===== src/rtl/oled_spi_tx.sv =====
// oled_spi_tx: queues {dc, byte} writes from the CPU OLED register and shifts
// them MSB-first to the SPI OLED panel (SCLK idles high, sampled on its rise).
module oled_spi_tx #(
  parameter int CLK_DIV    = 4,
  parameter int FIFO_DEPTH = 4
) (
  input  logic       clkX4,
  input  logic       rst,
  input  logic       wrValid,
  input  logic [7:0] wrData,
  input  logic       wrDC,
  output logic       wrReady,
  output logic       busy,
  output logic       SDIN,
  output logic       SCLK,
  output logic       DC,
  output logic       CS_N
);

  // state | meaning
  // IDLE  | CS_N high, waiting for a queued byte
  // LOW   | SCLK low, SDIN/DC settled ahead of the next rise
  // HIGH  | SCLK high, panel has sampled SDIN
  // GAP   | CS_N high hold-off after a burst ends

  localparam int PTR_W = $clog2(FIFO_DEPTH);
  localparam int CNT_W = PTR_W + 1;
  localparam int DIV_W = (CLK_DIV > 1) ? $clog2(CLK_DIV) : 1;
  localparam logic [DIV_W-1:0] DIV_LAST = DIV_W'(CLK_DIV - 1);
  localparam logic [CNT_W-1:0] CNT_FULL = CNT_W'(FIFO_DEPTH);

  typedef enum logic [1:0] {IDLE, LOW, HIGH, GAP} state_t;

  logic [8:0]       mem [FIFO_DEPTH];
  logic [PTR_W-1:0] wr_ptr;
  logic [PTR_W-1:0] rd_ptr;
  logic [CNT_W-1:0] count;

  state_t           state;
  logic [DIV_W-1:0] div_cnt;
  logic [2:0]       bit_cnt;
  logic [7:0]       shreg;

  logic             fifo_empty;
  logic             push;
  logic             pop;
  logic             div_done;
  logic             head_dc;
  logic [7:0]       head_byte;

  assign fifo_empty = (count == '0);
  assign wrReady    = (count != CNT_FULL);
  assign push       = wrValid && wrReady;
  assign div_done   = (div_cnt == DIV_LAST);
  assign busy       = !fifo_empty || (state != IDLE);
  assign {head_dc, head_byte} = mem[rd_ptr];

  // A byte is popped from IDLE, or at the end of the last HIGH phase so that
  // back-to-back bytes share one CS_N window.
  assign pop = !fifo_empty &&
               ((state == IDLE) ||
                ((state == HIGH) && div_done && (bit_cnt == 3'd0)));

  always_ff @(posedge clkX4) begin
    if (push) begin
      mem[wr_ptr] <= {wrDC, wrData};
    end
  end

  always_ff @(posedge clkX4 or negedge rst) begin
    if (!rst) begin
      wr_ptr <= '0;
      rd_ptr <= '0;
      count  <= '0;
    end else begin
      if (push) begin
        wr_ptr <= wr_ptr + 1'b1;
      end
      if (pop) begin
        rd_ptr <= rd_ptr + 1'b1;
      end
      case ({push, pop})
        2'b10:   count <= count + 1'b1;
        2'b01:   count <= count - 1'b1;
        default: count <= count;
      endcase
    end
  end

  always_ff @(posedge clkX4 or negedge rst) begin
    if (!rst) begin
      state   <= IDLE;
      div_cnt <= '0;
      bit_cnt <= 3'd0;
      shreg   <= 8'h00;
      SCLK    <= 1'b1;
      CS_N    <= 1'b1;
      SDIN    <= 1'b0;
      DC      <= 1'b0;
    end else if (pop) begin
      shreg   <= {head_byte[6:0], 1'b0};
      SDIN    <= head_byte[7];
      DC      <= head_dc;
      CS_N    <= 1'b0;
      SCLK    <= 1'b0;
      bit_cnt <= 3'd7;
      div_cnt <= '0;
      state   <= LOW;
    end else begin
      case (state)
        IDLE: begin
          div_cnt <= '0;
        end
        LOW: begin
          if (div_done) begin
            SCLK    <= 1'b1;
            div_cnt <= '0;
            state   <= HIGH;
          end else begin
            div_cnt <= div_cnt + 1'b1;
          end
        end
        HIGH: begin
          if (div_done) begin
            div_cnt <= '0;
            if (bit_cnt != 3'd0) begin
              SCLK    <= 1'b0;
              SDIN    <= shreg[7];
              shreg   <= {shreg[6:0], 1'b0};
              bit_cnt <= bit_cnt - 3'd1;
              state   <= LOW;
            end else begin
              CS_N  <= 1'b1;
              state <= GAP;
            end
          end else begin
            div_cnt <= div_cnt + 1'b1;
          end
        end
        GAP: begin
          if (div_done) begin
            div_cnt <= '0;
            state   <= IDLE;
          end else begin
            div_cnt <= div_cnt + 1'b1;
          end
        end
        default: begin
          div_cnt <= '0;
          state   <= IDLE;
        end
      endcase
    end
  end

endmodule


===== config.mk =====
export PLATFORM = sky130hd
export DESIGN_NAME = oled_spi_tx
export DESIGN_NICKNAME = d
export VERILOG_FILES = /design/src/rtl/oled_spi_tx.sv
export SDC_FILE = /design/constraint.sdc
export NUM_CORES = 1
export LEC_CHECK = 0
export ABC_AREA = 1
export CAP_MARGIN = 20
export CORE_MARGIN = 10
export CORE_UTILIZATION = 50
export CTS_CLUSTER_DIAMETER = 30
export DETAILED_ROUTE_END_ITERATION = 8
export GPL_TIMING_DRIVEN = 0
export PLACE_DENSITY = 0.66
export RECOVER_POWER = 25
export SYNTH_ARGS = -nofsm -noshare
export SYNTH_HDL_FRONTEND = slang
export SYNTH_SLANG_ARGS = --single-unit

===== constraint.sdc =====
create_clock -name clkX4 -period 2.84 [get_ports clkX4]
set_input_delay 0.852 -clock clkX4 [delete_from_list [all_inputs] [get_ports clkX4]]
set_output_delay 0.852 -clock clkX4 [all_outputs]
set_load 0.02 [all_outputs]

# [Yosys cells after proc, flatten, opt, wreduce, memory -nomap -nowiden]
# Memories as Yosys holds them, arrays and structs flattened.
# Cells that the tools add are included.
[word_totals] regBits=26 latch_bits=0 ram_bits=36 mem_bits_ro=0 input_bits=12 out_inout_bits=6 word_cells=86 mem_count=1
[mem_list] memory="mem" words=4 width=9 read_ports=1 rd_ports_with_merged_regs=0 write_ports=1 line_no="34" text="logic [8:0] mem [FIFO_DEPTH];"
[classes] add_sub_neg=6 multipliers=0 n_div=0 n_lt_le_gt_ge=0 n_eq_ne=12 shift=0 muxes=33 bitwise_logic=0 n_reduce_logical=23
[op_table] cell="$mux W8" n=4
[op_table] cell="$mux W1" n=14
[op_table] cell="$mux W2" n=7
[op_table] cell="$mux W3" n=4
[op_table] cell="$ne A3 B3 Y1 const B" n=4
[op_table] cell="$reduce_bool A2 Y1" n=5
[op_table] cell="$eq A2 B2 Y1 const B" n=4
[op_table] cell="$reduce_and A4 Y1" n=2
[op_table] cell="$add A2 B1 Y2 const B" n=3
[op_table] cell="$logic_not A3 Y1" n=2
[op_table] cell="$pmux W2 S3" n=1
[op_table] cell="$pmux W3 S2" n=1
[op_table] cell="$reduce_and A3 Y1" n=2
[op_table] cell="$reduce_bool A3 Y1" n=2
[op_table] cell="$sub A3 B1 Y3 const B" n=2
[op_table] cell="$eq A2 B1 Y1 const B" n=2
[op_table] cell="$logic_and A1 B1 Y1" n=4
[op_table] cell="$pmux W2 S2" n=1
[op_table] cell="$reduce_bool A4 Y1" n=1
[op_table] cell="$add A3 B1 Y3 const B" n=1
[op_table] cell="$ne A3 B2 Y1 const B" n=1
[op_table] cell="$reduce_or A3 Y1" n=1
[op_table] cell="$logic_not A2 Y1" n=1
[op_table] cell="$logic_or A1 B1 Y1" n=2
[op_table] cell="other kinds (3)" n=3

# [Logic depth before layout (Yosys ltp)]
# Gate-level depths: netlist of the first run.
[logic_depth] ltp_word=7 depth_mapped=11 ltp_nobuf=11

# [Worst setup path before layout of the first run]
# Ideal clock, no wire load.
[synth_timing] path_type="register -> register" from="register bit_cnt[0]" to="register count[1]" setup_ns=0.125 arrival_ns=2.010 required_time_ns=2.715 setup_slack_ns=0.705 stages_incl_launch_ff=10 path_buffers=0 cell_sequence="dfrtp_1 > inv_1 > ha_1 > nand2_1 > o21bai_4 > nand2_4 > inv_1 > ha_1 > fa_1 > mux2_2"
[synth_between] elab_chain_len=6 elab_cells_between_ends=8
[synth_lines] item="from (decl)" line_no="41" text="logic [2:0] bit_cnt;"
[synth_lines] item="from (signal assigned)" line_no="130" text="bit_cnt <= bit_cnt - 3'd1;"
[synth_lines] item="$logic_not A3 Y1 (*)" line_no="62" text="((state == HIGH) && div_done && (bit_cnt == 3'd0)));"
[synth_lines] item="$logic_and A1 B1 Y1 (*)" line_no="62"
[synth_lines] item="$logic_or A1 B1 Y1 (*)" line_no="61" text="((state == IDLE) ||"
[synth_lines] item="$logic_and A1 B1 Y1 (*)" line_no="60" text="assign pop = !fifo_empty &&"
[synth_lines] item="named net pop" line_no="46" text="logic pop;"
[synth_lines] item="$eq A2 B1 Y1 / $eq A2 B2 Y1 (equally long branches)" line_no="82" text="case ({push, pop})"
[synth_lines] item="$pmux W3 S2 / $reduce_bool A2 Y1 (equally long branches)"
[synth_lines] item="to (signal assigned)" line_no="83" text="2'b10: count <= count + 1'b1;"
[synth_lines] item="to (signal assigned)" line_no="84" text="2'b01: count <= count - 1'b1;"
[synth_lines] item="to (signal assigned)" line_no="85" text="default: count <= count;"
[synth_lines] item="to (decl)" line_no="37" text="logic [CNT_W-1:0] count;"
# The timed path passes the listed nets; every way through them passes the cells marked *.
# A chain may end at the register's enable or synchronous reset.

# [Worst setup path after layout of the first run]
[layout_timing] from="register state[1]" to="output busy"
[layout_between] elab_chain_len=2
[layout_lines] item="from (decl)" line_no="39" text="state_t state;"
[layout_lines] item="from (signal assigned)" line_no="92" text="state <= IDLE;"
[layout_lines] item="from (signal assigned)" line_no="108" text="state <= LOW;"
[layout_lines] item="from (signal assigned)" line_no="118" text="state <= HIGH;"
[layout_lines] item="$reduce_bool A2 Y1" line_no="55" text="assign busy = !fifo_empty || (state != IDLE);"
[layout_lines] item="$logic_or A1 B1 Y1" line_no="55"
[layout_lines] item="to (decl)" line_no="13" text="output logic busy,"
# Every way passes these cells.

==> flow_summary.yaml, run 1 <==
outcome:
  status: "finished, final reports clean"
clock_tree:
  h-tree-depth: 3
  cts.repair.resized: 0
  cts_setup_buffers: 0
  clock-root-buffer: "clkbuf_8"
  clock_latency_ns: 0.33
  cts_hold_buf: 0
  clock_sinks: 61
  cts_tree: "built"
  cts_buffer_depth: 2
  cts_made_buffers: 9
  clk_transition_reported_paths_ns: 0.07
die:
  dieArea_um2: 8740
  initial_core_util_pct: 52.2
  fp.dieH_um: 93.5
  io_pins: 18
  std_cell_rows: 26
  dieWidth_um: 93.5
  core_area_um2: 5170
global_routing:
  antenna_found_initial: 0
  grt_pass1_wl_um: 8450
  grt_pass1_vias: 1738
  grt_max_degree: 21
  grt.overflow.total: 0
  track_usage_pct: 12.4
routing:
  routed_wl_um: 4970
  drtAntennaViolNets: 0
  vias_per_cell: 4.93
  wire_per_inst_um: 13.6
  vias: 1801
  post-route-drc-count: 0
  first_pass_iters: 4
  drt-initial-drc-count: 61
placed_design:
  placed_area_um2: 2970
  place_congestion: 0.763
  io_buffer_count: 17
  dpl.hpwl_um: 3390
  pre_cts_slack_ns: 0.157
pwr:
  ir_worst_vdd_uv: 497
  power.total_mw: 2.18
  power.density_nw_per_um2: 690
  leakage_nw: 1.39
setup_path:
  r2r-end: "count[1]"
  rr_startpoint: "bit_cnt[0]"
  rr_worst_depth: 9
  critPathKind: "flip-flop to primary output"
  path_depth: 3
  critPathMaxFanout: 5
  end_kind: "primary output"
  cp_num_buf_inv: 1
  slowest_stage: "clkdlybuf4s50_1"
  crit_family: "buffers and inverters"
  path_cells: "nor2_1, nand3_1, clkdlybuf4s50_1"
  cp.arrival_ns: 1.65
  cp_slowest_stage_delay_ns: 0.55
  cp.required_ns: 1.99
  critPathLaunchType: "flip-flop"
  rrSetupSlack_ns: 0.41
final_layout:
  area_growth_pct: 17.1
  stdcell_area_um2: 3160
  nNetsFinal: 311
  antennaDiodeCount: 0
  drive_above_1_share_pct: 11.2
yosys:
  synth_top_area_cell: "edfxtp_1"
  synthArstFlopShare_pct: 41.0
  ys_seq_area_share_pct: 63.3
  synth_flop_cell: "edfxtp_1"
  synth.top_cell.area_share_pct: 40.0
  syn_inst: 261
  ys_types: 26
  syn_nets: 282
  synth_edf_count: 36
  ys_warn_count: 0
  yosys-top-cells-area: "edfxtp_1, dfrtp_1, nand2_1, nand3_1, ha_1"
  ys_seq_elements: 61
  synth_area_um2: 2700
  postSynthAreaPerCell_um2: 10.3
sta:
  hold-worst-slack_ns: 0.433
  slew_headroom_pct: 41.2
  fmax_mhz: 399
  rsz0062_at_grt: "false"
  post-route-min-period_ns: 2.51
  setup_violations: 0
  skew_ns: 0.00459
  slew_viol_final: 0
  fin_ws_ns: 0.334
  finalCritPeriodShare_pct: 88.2
  fin_setup_tns_ns: 0
  worstMarginPinSlew_ns: 0.878
  hold_viol: 0
job:
  maxCapViolCount: 0
hold_path:
  whs_endpoint: "div_cnt[0]"
  hold_start: "div_cnt[0]"
  hold_depth: 1
  min_path_type: "flip-flop to flip-flop"
-- registers in the layout (all words and copies together), names as in the netlist --
register and count:
state 2, mem 36, CS_N 1, SCLK 1
count 3, wr_ptr 2, rd_ptr 2, div_cnt 2
DC 1, bit_cnt 3, SDIN 1, shreg 7
-- layout by cell type, fill, tap and decap left out, drive strengths merged, types with 9 or more instances in the layout --
cell | netlist | final
inv | 19 | 19
clkdlybuf4s50 | 0 | 9
clkbuf | 0 | 9
nand3 | 37 | 37
buf | 8 | 9
dfrtp | 23 | 23
nand2 | 88 | 88
nor2 | 18 | 18
edfxtp | 36 | 36
-- power breakdown --
part | total [mW] | switching [mW] | leakage, nW | internal [mW]
Sequential | 1.15 | 0.0522 | 0.638 | 1.09
Combinational | 0.302 | 0.196 | 0.662 | 0.106
Clock | 0.735 | 0.337 | 0.0887 | 0.398
Total | 2.18 | 0.586 | 1.39 | 1.60
-- per-stage QoR --
stage                     std cells  utilization, %
after floorplan                 261               -
after global placement          348            57.2
after detailed placement        349            57.5
after CTS                       365            61.2
after global routing            365            61.2
final                           365            61.2
-- final cells by class --
cell class / instances / area (µm²)
fillers: 427 / 2010
flip-flops and latches: 61 / 1710
multi-input cells: 172 / 865
repair buffers: 18 / 185
clock buffers: 9 / 124
well taps: 70 / 87.6
inverters: 20 / 75.1
clock inverters: 7 / 66.3
plain buffers: 8 / 52.6
-- kinds of logic (layout without fill, tap and decap cells) --
| family | count (synthesis) | in the layout | share of synthesized area (%) |
|---|---|---|---|
| xor gates and xnor gates | 4 | 4 | 1.30 |
| and+or+nand+nor | 143 | 143 | 22.0 |
| DFF | 61 | 61 | 63.3 |
| muxes | 1 | 1 | 0.417 |
| AOI/OAI and AO/OA | 15 | 15 | 3.80 |
| buffers and inverters | 28 | 62 | 4.72 |
| adders and majority gates | 9 | 9 | 4.45 |
-- cell usage after synthesis, types with 2 or more instances --
cell type  count
dfrtp_1       23
inv_1         18
nand2_1       87
o22ai_1        2
nor2_1        18
xor2_1         2
buf_6          2
xnor2_1        2
buf_2          6
ha_1           8
dfstp_2        2
edfxtp_1      36
a21oi_1        2
o21ai_0        6
nand3_1       36
-- worst reg2reg max path, cell delays in order (launching register included) --
cell and delay, ns:
dfrtp_1 0.38, inv_1 0.10, ha_1 0.16, nand2_1 0.11, o21bai_4 0.27, nand2_4 0.13, inv_1 0.22, ha_1 0.25
fa_1 0.42, mux2_2 0.27
-- how the worst max path moves through the flow --
stage | endpoint | startpoint | slack, ns
floorplan | count[1] | bit_cnt[0] | 0.71
global placement | count[2] | wrValid | 0.16
detailed placement | count[2] | wrValid | 0.16
CTS | busy | state[1] | 0.29
global route | count[1] | bit_cnt[0] | 0.21
finish | busy | state[1] | 0.33
-- per-layer routing --
layer / track usage, % / share of wire, % / routed length, µm / vias up
li1: - / - / - / 921
met1: 15.3 / 46 / 2270 / 847
met2: 19.6 / 49 / 2430 / 26
met3: 2.88 / 3.8 / 190 / 7
met4: 6.56 / 1.7 / 83 / 0
met5: 0 / 0 / 0 / -
Note: power is estimated with default switching activity, not from simulation.
==> run 2: changes to the inputs <==
--- a/config.mk
+++ b/config.mk
@@ -6,6 +6,7 @@
 export NUM_CORES = 1
 export LEC_CHECK = 0
 export ABC_AREA = 1
+export ABC_CLOCK_PERIOD_IN_PS = 2400
 export CAP_MARGIN = 20
 export CORE_MARGIN = 10
 export CORE_UTILIZATION = 50
==> constraint.sdc (replaced) <==
create_clock -name clkX4 -period 2.4 [get_ports clkX4]
set_input_delay 0.72 -clock clkX4 [delete_from_list [all_inputs] [get_ports clkX4]]
set_output_delay 0.72 -clock clkX4 [all_outputs]
set_load 0.02 [all_outputs]
==> run 2 against run 1 <==
  * Clock skew is essentially flat
  * Critical path depth grew 7
  * Sequential cell count unchanged
  * Die area stayed put
  * Combinational power is 21% higher
  * Count of clock-buffer cells in the layout stayed put
==> flow_summary.yaml, run 2 (same netlist as run 1, synthesis figures left out) <==
routing:
  drtAntennaViolNets: 0
  drt-initial-drc-count: 60
  routed_wl_um: 5020
  vias_per_cell: 4.92
  post-route-drc-count: 0
  first_pass_iters: 4
  wire_per_inst_um: 13.6
  vias: 1821
placed_design:
  io_buffer_count: 17
  pre_cts_slack_ns: -0.151
  placed_area_um2: 2970
  dp.cells: 349
  place_congestion: 0.763
  dpl.hpwl_um: 3390
sta:
  skew_ns: 0.00461
  post-route-min-period_ns: 2.27
  worstMarginPinSlew_ns: 0.883
  finalCritPeriodShare_pct: 94.7
  setup_violations: 0
  slew_viol_final: 0
  fin_setup_tns_ns: 0
  fmax_mhz: 440
  fin_ws_ns: 0.128
  hold-worst-slack_ns: 0.433
  rsz0062_at_grt: "true"
  slew_headroom_pct: 40.9
  hold_viol: 0
clock_tree:
  clock_latency_ns: 0.33
  cts_buffer_depth: 2
  clock_sinks: 61
  cts_tree: "built"
  h-tree-depth: 3
  cts_made_buffers: 9
  clk_transition_reported_paths_ns: 0.07
  cts_hold_buf: 0
  clock-root-buffer: "clkbuf_8"
die:
  dieWidth_um: 93.5
  initial_core_util_pct: 52.2
  dieArea_um2: 8740
  core_area_um2: 5170
  io_pins: 18
  fp.dieH_um: 93.5
  std_cell_rows: 26
setup_path:
  rr_worst_depth: 10
  crit_path_start: "div_cnt[0]"
  end_kind: "flip-flop"
  path_common_cell: "ha_1"
  critPathKind: "flip-flop to flip-flop"
  rrSetupSlack_ns: 0.13
  critPathLaunchType: "flip-flop"
  path_cells: "ha_1, nand3_2, o21bai_4, nand2_4, clkinvlp_4, ha_1, fa_1, a21oi_1, o21ai_0, xor2_1"
  cp.arrival_ns: 2.48
  cp.required_ns: 2.61
  cp_slowest_stage_delay_ns: 0.38
  slowest_stage: "dfrtp_1"
  r2r-end: "count[2]"
  rr_startpoint: "div_cnt[0]"
  critPathMaxFanout: 8
final_layout:
  nFillCells: 415
  drive_above_1_share_pct: 14.0
  fin_cells: 370
  area_growth_pct: 19.0
  top_register: "mem"
  largest_register_ffs: 36
  stdcell_area_um2: 3210
  reg_top3: "mem (36), shreg (7)"
  layout_commonest_cell: "nand2_1"
  final_cell_mix: "nand2_1, nand3_1, edfxtp_1, dfrtp_1"
  antennaDiodeCount: 0
  utilization_pct: 62.1
  nNetsFinal: 316
pwr:
  power.total_mw: 2.59
  ir_worst_vdd_uv: 595
  power.density_nw_per_um2: 807
  leakage_nw: 1.41
global_routing:
  grt_max_degree: 21
  antenna_found_initial: 0
  grt_pass1_wl_um: 8470
  grt_pass1_vias: 1742
  grt.overflow.total: 0
  track_usage_pct: 12.4
hold_path:
  hold_start: "div_cnt[0]"
  min_path_type: "flip-flop to flip-flop"
  whs_endpoint: "div_cnt[0]"
  hold_depth: 1
outcome:
  status: "finished, final reports clean"
job:
  maxCapViolCount: 0
## run 2: cell types whose count changed in the layout (fill, tap and decap cells not counted)
cell / previous run / this run
dlymetal6s2s_1: 0 / 1
nor2_2: 0 / 1
dlygate4sd2_1: 0 / 1
clkinvlp_4: 3 / 4
inv_1: 18 / 17
buf_4: 0 / 5
nand2_1: 87 / 85
nor2_1: 18 / 17
clkdlybuf4s50_1: 9 / 7
nand2_2: 0 / 2
## run 2: layout make-up
cell class,instances,area (µm²),area share (%)
Sequential cell,61,1710,53.2
Clock inverter,7,66.3,2.06
Clock buffer,9,124,3.85
Inverter,20,78.8,2.45
Tap cell,70,87.6,2.72
Timing Repair Buffer,23,224,6.97
Multi-Input combinational cell,172,872,27.1
Buffer,8,52.6,1.63
## run 2: critical path, delay by kind of cell (launching register included)
kind	cells	cell delay, ns
buffers and inverters	1	0.15
AND/OR/NAND/NOR	2	0.25
AO/OA/AOI/OAI	3	0.35
XOR/XNOR	1	0.15
flip-flops	1	0.38
adder cells (fa/ha/maj)	3	0.87
## run 2: routing by layer
layer / part of all wire, % / GRT usage, % / routed length, µm / vias up
li1: - / - / - / 932
met1: 46 / 15.4 / 2310 / 855
met2: 49 / 19.7 / 2460 / 26
met3: 3.3 / 2.88 / 167 / 8
met4: 1.7 / 6.56 / 86 / 0
met5: 0 / 0 / 0 / -
## run 2: repair_timing
action                                  4_1_cts  5_1_grt
cloned                                        0        0
setup buffers                                 0        5
pin swaps                                     0        1
resized for setup                             3        3
endpoints found under the setup margin        2        3
## run 2: worst max-delay path by stage
stage / endpoint / slack, ns / depth (start not counted)
2_1_floorplan: count[1] / 0.27 / 9
3_3_place_gp: count[2] / -0.14 / 7
3_5_place_dp: count[2] / -0.15 / 7
4_1_cts: wrReady / 0.02 / 3
5_1_grt: count[2] / -0.04 / 10
6_report: count[2] / 0.13 / 10
## run 2: power by group
| group | switching [mW] | internal (mW) |
|---|---|---|
| registers | 0.0641 | 1.29 |
| clock network | 0.401 | 0.471 |
| logic | 0.237 | 0.127 |
| total | 0.702 | 1.89 |
